<file path="config.mk">
export PLATFORM = sky130hd
export DESIGN_NAME = r22_fft_sched_flat
export DESIGN_NICKNAME = d
export VERILOG_FILES = /design/src/rtl/r22_fft_sched_pkg.sv /design/src/rtl/r22_fft_sched_if.sv /design/src/rtl/r22_fft_sched_en_delay.sv /design/src/rtl/r22_fft_sched.sv /design/src/flat_wrapper.sv
export SDC_FILE = /design/constraint.sdc
export NUM_CORES = 1
export LEC_CHECK = 0
export CELL_PAD_IN_SITES_DETAIL_PLACEMENT = 2
export CELL_PAD_IN_SITES_GLOBAL_PLACEMENT = 2
export CORE_ASPECT_RATIO = 0.75
export CORE_UTILIZATION = 30
export CTS_BUF_LIST = sky130_fd_sc_hd__clkbuf_4 sky130_fd_sc_hd__clkbuf_8
export DETAILED_ROUTE_END_ITERATION = 12
export GPL_TIMING_DRIVEN = 0
export PLACE_DENSITY_LB_ADDON = 0.1
export SLEW_MARGIN = 0
export SYNTH_ARGS = -nofsm -noshare
export SYNTH_HDL_FRONTEND = slang
export SYNTH_HIERARCHICAL = 1
export SYNTH_SLANG_ARGS = --single-unit
</file>
<file path="constraint.sdc">
create_clock -name clk -period 3.3 [get_ports clk]
set_clock_uncertainty 0.05 [all_clocks]
set_input_delay 0.495 -clock clk [delete_from_list [all_inputs] [get_ports clk]]
set_output_delay 0.495 -clock clk [all_outputs]
set_load 0.01 [all_outputs]
</file>
<file path="src/rtl/r22_fft_sched_pkg.sv">
// Shared types and elaboration helpers for the radix-2^2 SDF FFT sequencer.
package r22_fft_pkg;

    typedef enum logic [1:0] {
        IDLE  = 2'd0,
        RUN   = 2'd1,
        FLUSH = 2'd2
    } state_t;

    // Per-sample tag carried alongside the datapath.
    typedef struct packed {
        logic is_real;
        logic sop;
        logic eop;
    } tag_t;

    // Bits of a tag that describe frame position (cleared for orphaned samples).
    localparam logic [2:0] TAG_FRAME_BITS = 3'b011;

    function automatic int log4n(input int n);
        return $clog2(n) / 2;
    endfunction

    // Enable-cycle delay of a stage control bit: BFI at s*slat, BFII one butterfly later.
    function automatic int stage_dly(input int s, input int slat, input int bf_lat, input bit bfii);
        return s * slat + (bfii ? bf_lat : 0);
    endfunction

endpackage

</file>
<file path="src/rtl/r22_fft_sched_if.sv">
// Sample-in / result-out stream bundle of the FFT sequencer.
// Handshake: a sample transfers on a clock edge where s_valid and s_ready are
// both high; s_sop qualifies that sample only. m_* are result qualifiers with
// no back-pressure: m_valid marks a real result on the datapath output in that
// cycle, m_sop/m_eop are only meaningful while m_valid is high.
interface r22_fft_sched_if;
    import r22_fft_pkg::*;

    logic s_valid;
    logic s_sop;
    logic s_ready;
    logic m_valid;
    logic m_sop;
    logic m_eop;

    // master: sample source and result sink
    modport master (output s_valid, s_sop, input s_ready, m_valid, m_sop, m_eop);
    // slave: the sequencer
    modport slave  (input s_valid, s_sop, output s_ready, m_valid, m_sop, m_eop);

endinterface

</file>
<file path="src/rtl/r22_fft_sched_en_delay.sv">
// Enable-gated shift register; DEPTH 0 is a plain wire. An optional per-entry
// clear knocks CLR_MASK bits out of entries as they shift.
module r22_en_delay
    import r22_fft_pkg::*;
#(
    parameter int               WIDTH    = 1,
    parameter int               DEPTH    = 1,
    parameter logic [WIDTH-1:0] CLR_MASK = '0
) (
    input  logic                                 clk,
    input  logic                                 rst,
    input  logic                                 en,
    input  logic [((DEPTH > 0) ? DEPTH : 1)-1:0] clr,
    input  logic [WIDTH-1:0]                     d,
    output logic [WIDTH-1:0]                     q
);

    if (DEPTH == 0) begin : g_pass
        logic unused_pass;
        assign unused_pass = ^{clk, rst, en, clr};
        assign q = d;
    end else begin : g_sr
        logic [WIDTH-1:0] sr [DEPTH];

        // Shift on enable; clr[i] masks the entry landing in position i.
        always_ff @(posedge clk or negedge rst) begin
            if (!rst) begin
                for (int i = 0; i < DEPTH; i++) sr[i] <= '0;
            end else if (en) begin
                sr[0] <= d & ~({WIDTH{clr[0]}} & CLR_MASK);
                for (int i = 1; i < DEPTH; i++) begin
                    sr[i] <= sr[i-1] & ~({WIDTH{clr[i]}} & CLR_MASK);
                end
            end
        end

        assign q = sr[DEPTH-1];
    end

endmodule

</file>
<file path="src/rtl/r22_fft_sched.sv">
// Radix-2^2 SDF FFT sequencer: point counter, global enable, delayed per-stage
// butterfly controls, sample tagging and zero-injection drain on flush.
module r22_fft_sched
    import r22_fft_pkg::*;
#(
    parameter  int N_POINTS = 16,
    parameter  int BF_LAT   = 1,
    parameter  int TFM_LAT  = 2,
    parameter  int PIPE_LAT = 18,
    localparam int LOG2N    = $clog2(N_POINTS),
    localparam int LOG4N    = log4n(N_POINTS)
) (
    input  logic                 clk,
    input  logic                 rst,
    r22_fft_sched_if.slave       strm,
    input  logic                 flush,
    output logic                 fft_en,
    output logic                 in_zero,
    output logic [LOG2N-1:0]     ctrl_cnt,
    output logic [LOG4N-1:0]     ctrl_bfi,
    output logic [LOG4N-1:0]     ctrl_bfii1,
    output logic [LOG4N-1:0]     ctrl_bfii2,
    output logic [15:0]          frame_cnt,
    output logic                 err_sop,
    output logic                 busy,
    output state_t               dbg_state
);

    localparam int SLAT = 2 * BF_LAT + TFM_LAT;
    localparam int DW   = $clog2(PIPE_LAT + 1);
    localparam logic [LOG2N-1:0] LAST_IDX = LOG2N'(N_POINTS - 1);

    state_t            state, state_nx;
    logic              rdy, en, accept, resync, drain_done;
    logic [LOG2N-1:0]  cnt_q, eff_idx;
    logic              flush_q;
    logic [DW-1:0]     drain_q;
    logic [15:0]       frame_q;
    logic              err_q;
    tag_t              tag_in, tail;
    logic [2:0]        tail_bits;
    logic [PIPE_LAT-1:0] tag_clr;

    // State register.
    always_ff @(posedge clk or negedge rst) begin
        if (!rst) state <= IDLE;
        else      state <= state_nx;
    end

    // Next state, ready, enable and input-mux select.
    always_comb begin
        state_nx = state;
        rdy      = 1'b1;
        en       = 1'b0;
        in_zero  = 1'b0;
        unique case (state)
            IDLE: begin
                en = strm.s_valid & strm.s_sop;
                if (en) state_nx = RUN;
            end
            RUN: begin
                en = strm.s_valid;
                if (flush_q && cnt_q == '0 && !strm.s_valid) state_nx = FLUSH;
            end
            FLUSH: begin
                rdy     = 1'b0;
                en      = 1'b1;
                in_zero = 1'b1;
                if (drain_done) state_nx = IDLE;
            end
            default: state_nx = IDLE;
        endcase
    end

    assign accept     = strm.s_valid & rdy;
    assign drain_done = (drain_q == DW'(PIPE_LAT - 1));
    // An sop always restarts the frame at index 0; mid-frame it is an error.
    assign resync     = (state == RUN) & accept & strm.s_sop & (cnt_q != '0);
    assign eff_idx    = (accept & strm.s_sop) ? '0 : cnt_q;

    // Point counter: advances per enable, cleared when the drain finishes.
    always_ff @(posedge clk or negedge rst) begin
        if (!rst)                                    cnt_q <= '0;
        else if (state == FLUSH && drain_done)       cnt_q <= '0;
        else if (en)                                 cnt_q <= eff_idx + 1'b1;
    end

    // Flush latch (only armed while running), drain counter, frame counter, error pulse.
    always_ff @(posedge clk or negedge rst) begin
        if (!rst) begin
            flush_q <= 1'b0;
            drain_q <= '0;
            frame_q <= '0;
            err_q   <= 1'b0;
        end else begin
            if (state == FLUSH && drain_done) flush_q <= 1'b0;
            else if (state == RUN && flush)   flush_q <= 1'b1;
            drain_q <= (state == FLUSH) ? drain_q + 1'b1 : '0;
            if (accept && eff_idx == LAST_IDX) frame_q <= frame_q + 16'd1;
            err_q <= resync;
        end
    end

    // Per-stage butterfly controls, each aligned to its stage's register latency.
    for (genvar s = 0; s < LOG4N; s++) begin : g_stage
        r22_en_delay #(.WIDTH(1), .DEPTH(stage_dly(s, SLAT, BF_LAT, 1'b0))) u_bfi (
            .clk(clk), .rst(rst), .en(en), .clr('0),
            .d(eff_idx[LOG2N-1-2*s]), .q(ctrl_bfi[s]));
        r22_en_delay #(.WIDTH(1), .DEPTH(stage_dly(s, SLAT, BF_LAT, 1'b1))) u_bfii1 (
            .clk(clk), .rst(rst), .en(en), .clr('0),
            .d(eff_idx[LOG2N-1-2*s]), .q(ctrl_bfii1[s]));
        r22_en_delay #(.WIDTH(1), .DEPTH(stage_dly(s, SLAT, BF_LAT, 1'b1))) u_bfii2 (
            .clk(clk), .rst(rst), .en(en), .clr('0),
            .d(eff_idx[LOG2N-2-2*s]), .q(ctrl_bfii2[s]));
    end

    // Tag entering the pipe; zero in FLUSH because nothing is accepted there.
    always_comb begin
        tag_in.is_real = accept;
        tag_in.sop     = accept & (eff_idx == '0);
        tag_in.eop     = accept & (eff_idx == LAST_IDX);
    end

    // On resync, the orphaned partial frame occupies entries 1..cnt after the shift.
    always_comb begin
        tag_clr = '0;
        for (int i = 1; i < PIPE_LAT; i++) begin
            tag_clr[i] = resync & (i <= int'(cnt_q));
        end
    end

    r22_en_delay #(.WIDTH(3), .DEPTH(PIPE_LAT), .CLR_MASK(TAG_FRAME_BITS)) u_tag (
        .clk(clk), .rst(rst), .en(en), .clr(tag_clr),
        .d(tag_in), .q(tail_bits));

    assign tail         = tag_t'(tail_bits);
    assign strm.s_ready = rdy;
    assign strm.m_valid = en & tail.is_real;
    assign strm.m_sop   = en & tail.is_real & tail.sop;
    assign strm.m_eop   = en & tail.is_real & tail.eop;
    assign fft_en       = en;
    assign ctrl_cnt     = cnt_q;
    assign frame_cnt    = frame_q;
    assign err_sop      = err_q;
    assign busy         = (state != IDLE);
    assign dbg_state    = state;

endmodule

</file>
<file path="src/flat_wrapper.sv">
// flat-port wrapper written by rule: the top's interface ports become plain ports
module r22_fft_sched_flat import r22_fft_pkg::*;
#(
    parameter  int N_POINTS = 16,
    parameter  int BF_LAT   = 1,
    parameter  int TFM_LAT  = 2,
    parameter  int PIPE_LAT = 18,
    localparam int LOG2N    = $clog2(N_POINTS),
    localparam int LOG4N    = log4n(N_POINTS)
)
  (clk, rst, flush, fft_en, in_zero, ctrl_cnt, ctrl_bfi, ctrl_bfii1, ctrl_bfii2, frame_cnt, err_sop, busy, dbg_state, strm_s_valid, strm_s_sop, strm_s_ready, strm_m_valid, strm_m_sop, strm_m_eop);
  r22_fft_sched_if strm_i ();
  input  logic clk;
  input  logic rst;
  input  logic flush;
  output logic fft_en;
  output logic in_zero;
  output logic [LOG2N-1:0] ctrl_cnt;
  output logic [LOG4N-1:0] ctrl_bfi;
  output logic [LOG4N-1:0] ctrl_bfii1;
  output logic [LOG4N-1:0] ctrl_bfii2;
  output logic [15:0] frame_cnt;
  output logic err_sop;
  output logic busy;
  output state_t dbg_state;
  input wire logic [$bits(strm_i.s_valid)-1:0] strm_s_valid;
  input wire logic [$bits(strm_i.s_sop)-1:0] strm_s_sop;
  output wire logic [$bits(strm_i.s_ready)-1:0] strm_s_ready;
  output wire logic [$bits(strm_i.m_valid)-1:0] strm_m_valid;
  output wire logic [$bits(strm_i.m_sop)-1:0] strm_m_sop;
  output wire logic [$bits(strm_i.m_eop)-1:0] strm_m_eop;
  assign strm_i.s_valid = strm_s_valid;
  assign strm_i.s_sop = strm_s_sop;
  assign strm_s_ready = strm_i.s_ready;
  assign strm_m_valid = strm_i.m_valid;
  assign strm_m_sop = strm_i.m_sop;
  assign strm_m_eop = strm_i.m_eop;
  r22_fft_sched #(.N_POINTS(N_POINTS), .BF_LAT(BF_LAT), .TFM_LAT(TFM_LAT), .PIPE_LAT(PIPE_LAT)) u_core (.clk(clk), .rst(rst), .strm(strm_i), .flush(flush), .fft_en(fft_en), .in_zero(in_zero), .ctrl_cnt(ctrl_cnt), .ctrl_bfi(ctrl_bfi), .ctrl_bfii1(ctrl_bfii1), .ctrl_bfii2(ctrl_bfii2), .frame_cnt(frame_cnt), .err_sop(err_sop), .busy(busy), .dbg_state(dbg_state));
endmodule
</file>
# Word-level counts from Yosys, hierarchy flattened
# Index checks and enable logic that the tools add are counted.
dict set report classes {
  addsub 3
  order_cmp 15
  eq_ne 7
  muxes 13
  n_bitwise 56
  n_reduce_logical 14
}
# cell n
set op_table {}
lappend op_table {{bitwise AND 3 bit} 15}
lappend op_table {{inverter 2 -> 3 bit} 15}
lappend op_table {{<= comparator 4 bit, first input constant} 8}
lappend op_table {{bitwise AND 1 bit} 26}
lappend op_table {{adder 16 x 1 -> 16 bit, second input constant} 1}
lappend op_table {{<= comparator 3 x 4 -> 1 bit, first input constant} 4}
lappend op_table {{2-to-1 mux 4 bit} 3}
lappend op_table {{<= comparator 2 x 4 -> 1 bit, first input constant} 2}
lappend op_table {{logical NOT 4 bit} 2}
lappend op_table {{2-to-1 mux 2 bit} 3}
lappend op_table {{!= test 2 x 1 -> 1 bit, second input constant} 3}
lappend op_table {{one-hot mux 2 bit (3 select lines)} 1}
lappend op_table {{nonzero test 2 bit} 3}
lappend op_table {{adder 5 x 1 -> 5 bit, second input constant} 1}
lappend op_table {{== test 5 bit, second input constant} 1}
lappend op_table {{logical AND 1 bit} 5}
lappend op_table {{2-to-1 mux 5 bit} 1}
lappend op_table {{adder 4 x 1 -> 4 bit, second input constant} 1}
lappend op_table {{== test 4 bit, second input constant} 1}
lappend op_table {{<= comparator 1 x 4 -> 1 bit, first input constant} 1}
lappend op_table {{2-to-1 mux 1 bit} 4}
lappend op_table {{nonzero test 4 bit} 1}
lappend op_table {{one-hot mux 1 bit (3 select lines)} 1}
lappend op_table {{AND reduction 3 bit} 1}
lappend op_table {{4 further kinds} 4}
dict set report totals {
  reg_bits 95
  input_bits 5
  output_inout_bits 36
  elab_cells 144
}

# Depth between registers and ports, before layout
# Gate-level depths: netlist of the first run.
dict set report depth {
  depth_word 9
  depth_mapped 10
  depth_no_buf 9
}

# Hierarchy
# The synthesis of the first run kept the hierarchy.
# mod n_inst cells_per_inst area_per_inst_um2 seq_area_each_um2
set modules_own_cells {}
lappend modules_own_cells {{r22_en_delay at u_core.u_tag} 1 193 2294.7 1351.3}
lappend modules_own_cells {r22_fft_sched 1 165 1591.5 725.7}
lappend modules_own_cells {{r22_en_delay at u_core.g_stage[1].u_bfii1 ...} 2 10 181.4 125.1}
lappend modules_own_cells {{r22_en_delay at u_core.g_stage[1].u_bfi} 1 8 145.1 100.1}
lappend modules_own_cells {{r22_en_delay at u_core.g_stage[0].u_bfii1 ...} 2 2 40.0 25.0}
lappend modules_own_cells {{r22_en_delay at u_core.g_stage[0].u_bfi} 1 1 7.5 0.0}

# Worst setup path before layout of the first run
# OpenSTA, ideal clock, no wires.
dict set report synth_timing {
  path_type {register to register}
  start {register u_core.state[0] (netlist: u_core/dbg_state[0])}
  end {register u_core.frame_q[1] (netlist: u_core/frame_cnt[1])}
  setup_time_ps 127
  arrival_time_ps 2069
  t_required_ps 3123
  slack_ps 1054
  path_stages_with_launch 10
  path_buffers 1
  period_less_slack_ps 2246
  cell_sequence {dfrtp_1 > nand2b_4 > inv_2 > nor2_2 > nor2_1 > ha_1 > and4b_1 > and3_2 > buf_6 > mux2_1}
}
dict set report synth_via {
  elab_chain_cells 7
}
# element line
set synth_lines {}
lappend synth_lines {{from (decl)} r22_fft_sched.sv:33} ;# state_t state, state_nx;
lappend synth_lines {{from (signal assigned)} r22_fft_sched.sv:47} ;# else state <= state_nx;
lappend synth_lines {{== test 2 bit} r22_fft_sched.sv:56} ;# unique case (state)
lappend synth_lines {{2-to-1 mux 1 bit} r22_fft_sched.sv:56}
lappend synth_lines {{bitwise AND 1 bit} r22_fft_sched.sv:75} ;# assign accept = strm.s_valid & rdy;
lappend synth_lines {{bitwise AND 1 bit} r22_fft_sched.sv:79} ;# assign eff_idx = (accept & strm.s_sop) ? '0 : cnt_q;
lappend synth_lines {{2-to-1 mux 4 bit} r22_fft_sched.sv:79}
lappend synth_lines {{named net u_core.eff_idx[0]} r22_fft_sched.sv:35} ;# logic [LOG2N-1:0] cnt_q, eff_idx;
lappend synth_lines {{== test 4 bit} r22_fft_sched.sv:99} ;# if (accept && eff_idx == LAST_IDX) frame_q <= frame_q + 16'd1;
lappend synth_lines {{logical AND 1 bit} r22_fft_sched.sv:99}
lappend synth_lines {{to (signal assigned)} r22_fft_sched.sv:99}
lappend synth_lines {{to (decl)} r22_fft_sched.sv:38} ;# logic [15:0] frame_q;
# The timed path passes the listed nets, and every way through them passes these cells.
# A chain may end at the register's enable or synchronous reset.

# Final worst setup path of the first run
dict set report layout_timing {
  start {input strm_s_valid}
  end {output strm_m_sop}
}
dict set report layout_via {
  elab_chain_cells 4
}
# element line
set layout_lines {}
lappend layout_lines {{from (decl)} flat_wrapper.sv:26} ;# input wire logic [$bits(strm_i.s_valid)-1:0] strm_s_valid;
lappend layout_lines {{bitwise AND 1 bit} r22_fft_sched.sv:58} ;# en = strm.s_valid & strm.s_sop;
lappend layout_lines {{one-hot mux 1 bit (3 select lines) *} r22_fft_sched.sv:56}
lappend layout_lines {{bitwise AND 1 bit * (2 in series)} r22_fft_sched.sv:139} ;# assign strm.m_sop = en & tail.is_real & tail.sop;
lappend layout_lines {{to (decl)} flat_wrapper.sv:30} ;# output wire logic [$bits(strm_i.m_sop)-1:0] strm_m_sop;
# Every way passes the cells marked *; elsewhere a longest branch is shown, timed or not.

==> flow_summary.json, run 1 <==
{
  "syn_avg_cell_area_um2": 11.5,
  "synth_most_common_cell": "dfrtp_1",
  "slew_violations": 0,
  "dp.cells": 637,
  "synth_enable_flop_cells": 0,
  "post-route-util": 0.373,
  "synth-seq-cells": 99,
  "cts_tree": "yes",
  "finalNetCount": 457,
  "synth_top_area_share": 0.553,
  "placed_cell_area_um2": 5180,
  "p_total_mw": 3.81,
  "cts_setup_buffers": 0,
  "fin_crit_sh": 0.947,
  "viasPerCell": 4.66,
  "synthesis.area_um2": 4480,
  "cts.sinks": 99,
  "cp.arrival_ps": 2580,
  "post-route-min-period_ps": 3130,
  "worst_slew_pin_slew_ps": 926,
  "routabilityCongestion": 0.688,
  "drtIter0Drc": 124,
  "postSynthCellCount": 391,
  "diodes": 0,
  "drc": 0,
  "grt_start_max_net_pins": 59,
  "holdCritPathClass": "in -> async",
  "die_area_um2": 15400,
  "pwr_density_cell_nw_per_um2": 704,
  "synth_cell_type_count": 47,
  "ys_seq_area_frac": 0.553,
  "die_x_um": 143,
  "timing_worst_setup_path_type": "in -> out",
  "ir_worst_vdd_mv": 0.310,
  "numCtsBuffers": 9,
  "coreArea_um2": 14500,
  "path_clk_slew_ps": 100,
  "syn2layout_area_growth_pct": 20.7,
  "ys_top_cells_by_area": "dfrtp_1 (55%), mux2_4 (6.7%), nand3b_1 (6.4%)",
  "rows": 38,
  "worstPathRequired_ps": 2750,
  "clockBufferDepth": 2,
  "ant_nets": 0,
  "grt_overflow": 0,
  "drv_cap": 0,
  "wl_per_cell_um": 16.4,
  "fin_area_um2": 5410,
  "final_cells": 653,
  "clk_latency_ps": 390,
  "htree_levels": 3,
  "grt_pass1_vias": 3322,
  "p_leak_nw": 2.38,
  "worstPathMaxFanout": 27,
  "holdWs_ps": 41.1,
  "grt.total_usage": 0.155,
  "synth_ff_type": "dfrtp_1",
  "port_buffers": 40,
  "relSlewSlack": 0.377,
  "synth_top_area_cell": "dfrtp_1",
  "hold_viol_final": 0,
  "rsz0062_at_grt": "no",
  "dr.pass1.iters": 4,
  "cts-root-buf": "clkbuf_8",
  "end_kind": "primary output",
  "nFillCells": 1536,
  "finalSetupViolations": 0,
  "dp_hpwl_mm": 7.45,
  "num_vias": 3046,
  "wirelength_mm": 10.7,
  "antenna_found_initial": 0,
  "drive_above_1_share": 0.172,
  "start_util": 0.309,
  "synth_warnings": 6,
  "yosys-top-cells-count": "dfrtp_1 (99), inv_1 (43), o21ai_0 (41)",
  "fmax_mhz": 320,
  "ios": 41,
  "die_y_um": 108,
  "run_status": "completed",
  "grt_pass1_wl_mm": 17.9,
  "crit_path_start_kind": "primary input",
  "synthArstFlopShare": 1.00
}
## critical path: stages
cell and delay, ps:
clkdlybuf4s50_1 620, o21ai_0 150, o21ai_1 280, buf_6 310, and3_1 190, clkdlybuf4s50_1 530
## flip-flops by register name (all words and copies together), names as in the netlist
signal / flops
u_core/g_stage.u_bfii1/q: 2
u_core/g_stage.u_bfi/g_sr.sr: 3
u_core/drain_q: 5
u_core/g_stage.u_bfii2/g_sr.sr: 4
u_core/g_stage.u_bfii2/q: 2
u_core/ctrl_cnt: 4
u_core/u_tag/q: 3
u_core/dbg_state: 2
u_core/g_stage.u_bfi/q: 1
u_core/u_tag/g_sr.sr: 51
u_core/g_stage.u_bfii1/g_sr.sr: 4
u_core/flush_q: 1
u_core/frame_cnt: 16
u_core/err_sop: 1
## stage by stage
step	setup WS, ps	TNS [ps]
global route	55.2	0
global placement	-2320	-228910
detailed placement	-180	-597
finish	174	0
floorplan	1050	0
CTS	0.727	0
## layer usage
layer	vias to the layer above	track usage	share of wire
li1	1432	-	-
met1	1573	0.217	0.52
met2	33	0.232	0.44
met3	8	0.0400	0.032
met4	0	0.0461	0.0080
met5	-	0	0
## cells in the final DEF, fill, tap and decap left out, drive strengths merged, types with 7 or more instances in the layout
| cell | Yosys | routed |
|---|---|---|
| nand3b | 38 | 38 |
| nor2 | 20 | 20 |
| mux2 | 35 | 35 |
| inv | 44 | 45 |
| xnor2 | 12 | 12 |
| nand2 | 10 | 10 |
| clkbuf | 3 | 12 |
| buf | 16 | 18 |
| nand4 | 9 | 9 |
| a21oi | 9 | 9 |
| o21ai | 41 | 41 |
| dfrtp | 99 | 99 |
| clkdlybuf4s50 | 0 | 39 |
| and3 | 7 | 7 |
## timing repair
item | CTS | global route
hold buffers | 0 | 0
setup endpoints to repair | 4 | 4
gates resized for setup | 1 | 2
## final timing paths
check	endpoint	from	slack, ps	cells after the start
worst max-delay path	strm_m_sop	strm_s_valid	170	6
worst min-delay path	u_core/drain_q[1]$_DFF_PN0_	rst	40	1
worst max register to register	u_core/frame_cnt[1]$_DFFE_PN0P_	u_core/dbg_state[0]$_DFFE_PN0P_	780	9
worst min register to register	u_core/frame_cnt[9]$_DFFE_PN0P_	u_core/frame_cnt[9]$_DFFE_PN0P_	460	1
max in group asynchronous	u_core/u_tag/q[0]$_DFFE_PN0P_	rst	2450	2
min in group clk	u_core/frame_cnt[9]$_DFFE_PN0P_	u_core/frame_cnt[9]$_DFFE_PN0P_	460	1
## cell type report
cell class | instances | area [µm²] | area share
clock inverters | 7 | 101 | 0.0187
well taps | 200 | 250 | 0.0463
multi-input cells | 233 | 1720 | 0.317
flip-flops and latches | 99 | 2480 | 0.458
inverters | 45 | 169 | 0.0312
repair buffers | 41 | 425 | 0.0787
clock buffers | 9 | 124 | 0.0229
plain buffers | 19 | 144 | 0.0266
## logic make-up (layout without fill, tap and decap cells)
kind of cell / after synthesis / in the layout / synth area share
simple gates: 110 / 110 / 0.155
flops: 99 / 99 / 0.553
compound gates: 60 / 60 / 0.0720
buf+inv: 64 / 121 / 0.0684
mux: 35 / 35 / 0.105
fa+ha+maj: 4 / 4 / 0.0112
xor+xnor: 18 / 18 / 0.0352
other cells: 1 / 6 / 0.000837
## power breakdown
part / total (mW) / internal [mW] / switching (mW)
sequential: 1.75 / 1.54 / 0.217
combinational: 1.15 / 0.619 / 0.535
clock: 0.901 / 0.434 / 0.467
total: 3.81 / 2.59 / 1.22
Note: power is estimated with default switching activity, not from simulation.
==> run 2, diff against run 1 <==
--- a/config.mk
+++ b/config.mk
@@ -18,3 +18,4 @@
 export SYNTH_HDL_FRONTEND = slang
 export SYNTH_HIERARCHICAL = 1
 export SYNTH_SLANG_ARGS = --single-unit
+export TNS_END_PERCENT = 5
==> results of run 2 <==
Same layout as run 1: the final DEF is identical, and so are final timing and power.
==> run 3, diff against run 2 <==
--- a/config.mk
+++ b/config.mk
@@ -11,6 +11,7 @@
 export CORE_UTILIZATION = 30
 export CTS_BUF_LIST = sky130_fd_sc_hd__clkbuf_4 sky130_fd_sc_hd__clkbuf_8
 export DETAILED_ROUTE_END_ITERATION = 12
+export GPL_ROUTABILITY_DRIVEN = 0
 export GPL_TIMING_DRIVEN = 0
 export PLACE_DENSITY_LB_ADDON = 0.1
 export SLEW_MARGIN = 0
==> results of run 3 <==
Same layout as run 1: the final DEF is identical, and so are final timing and power.
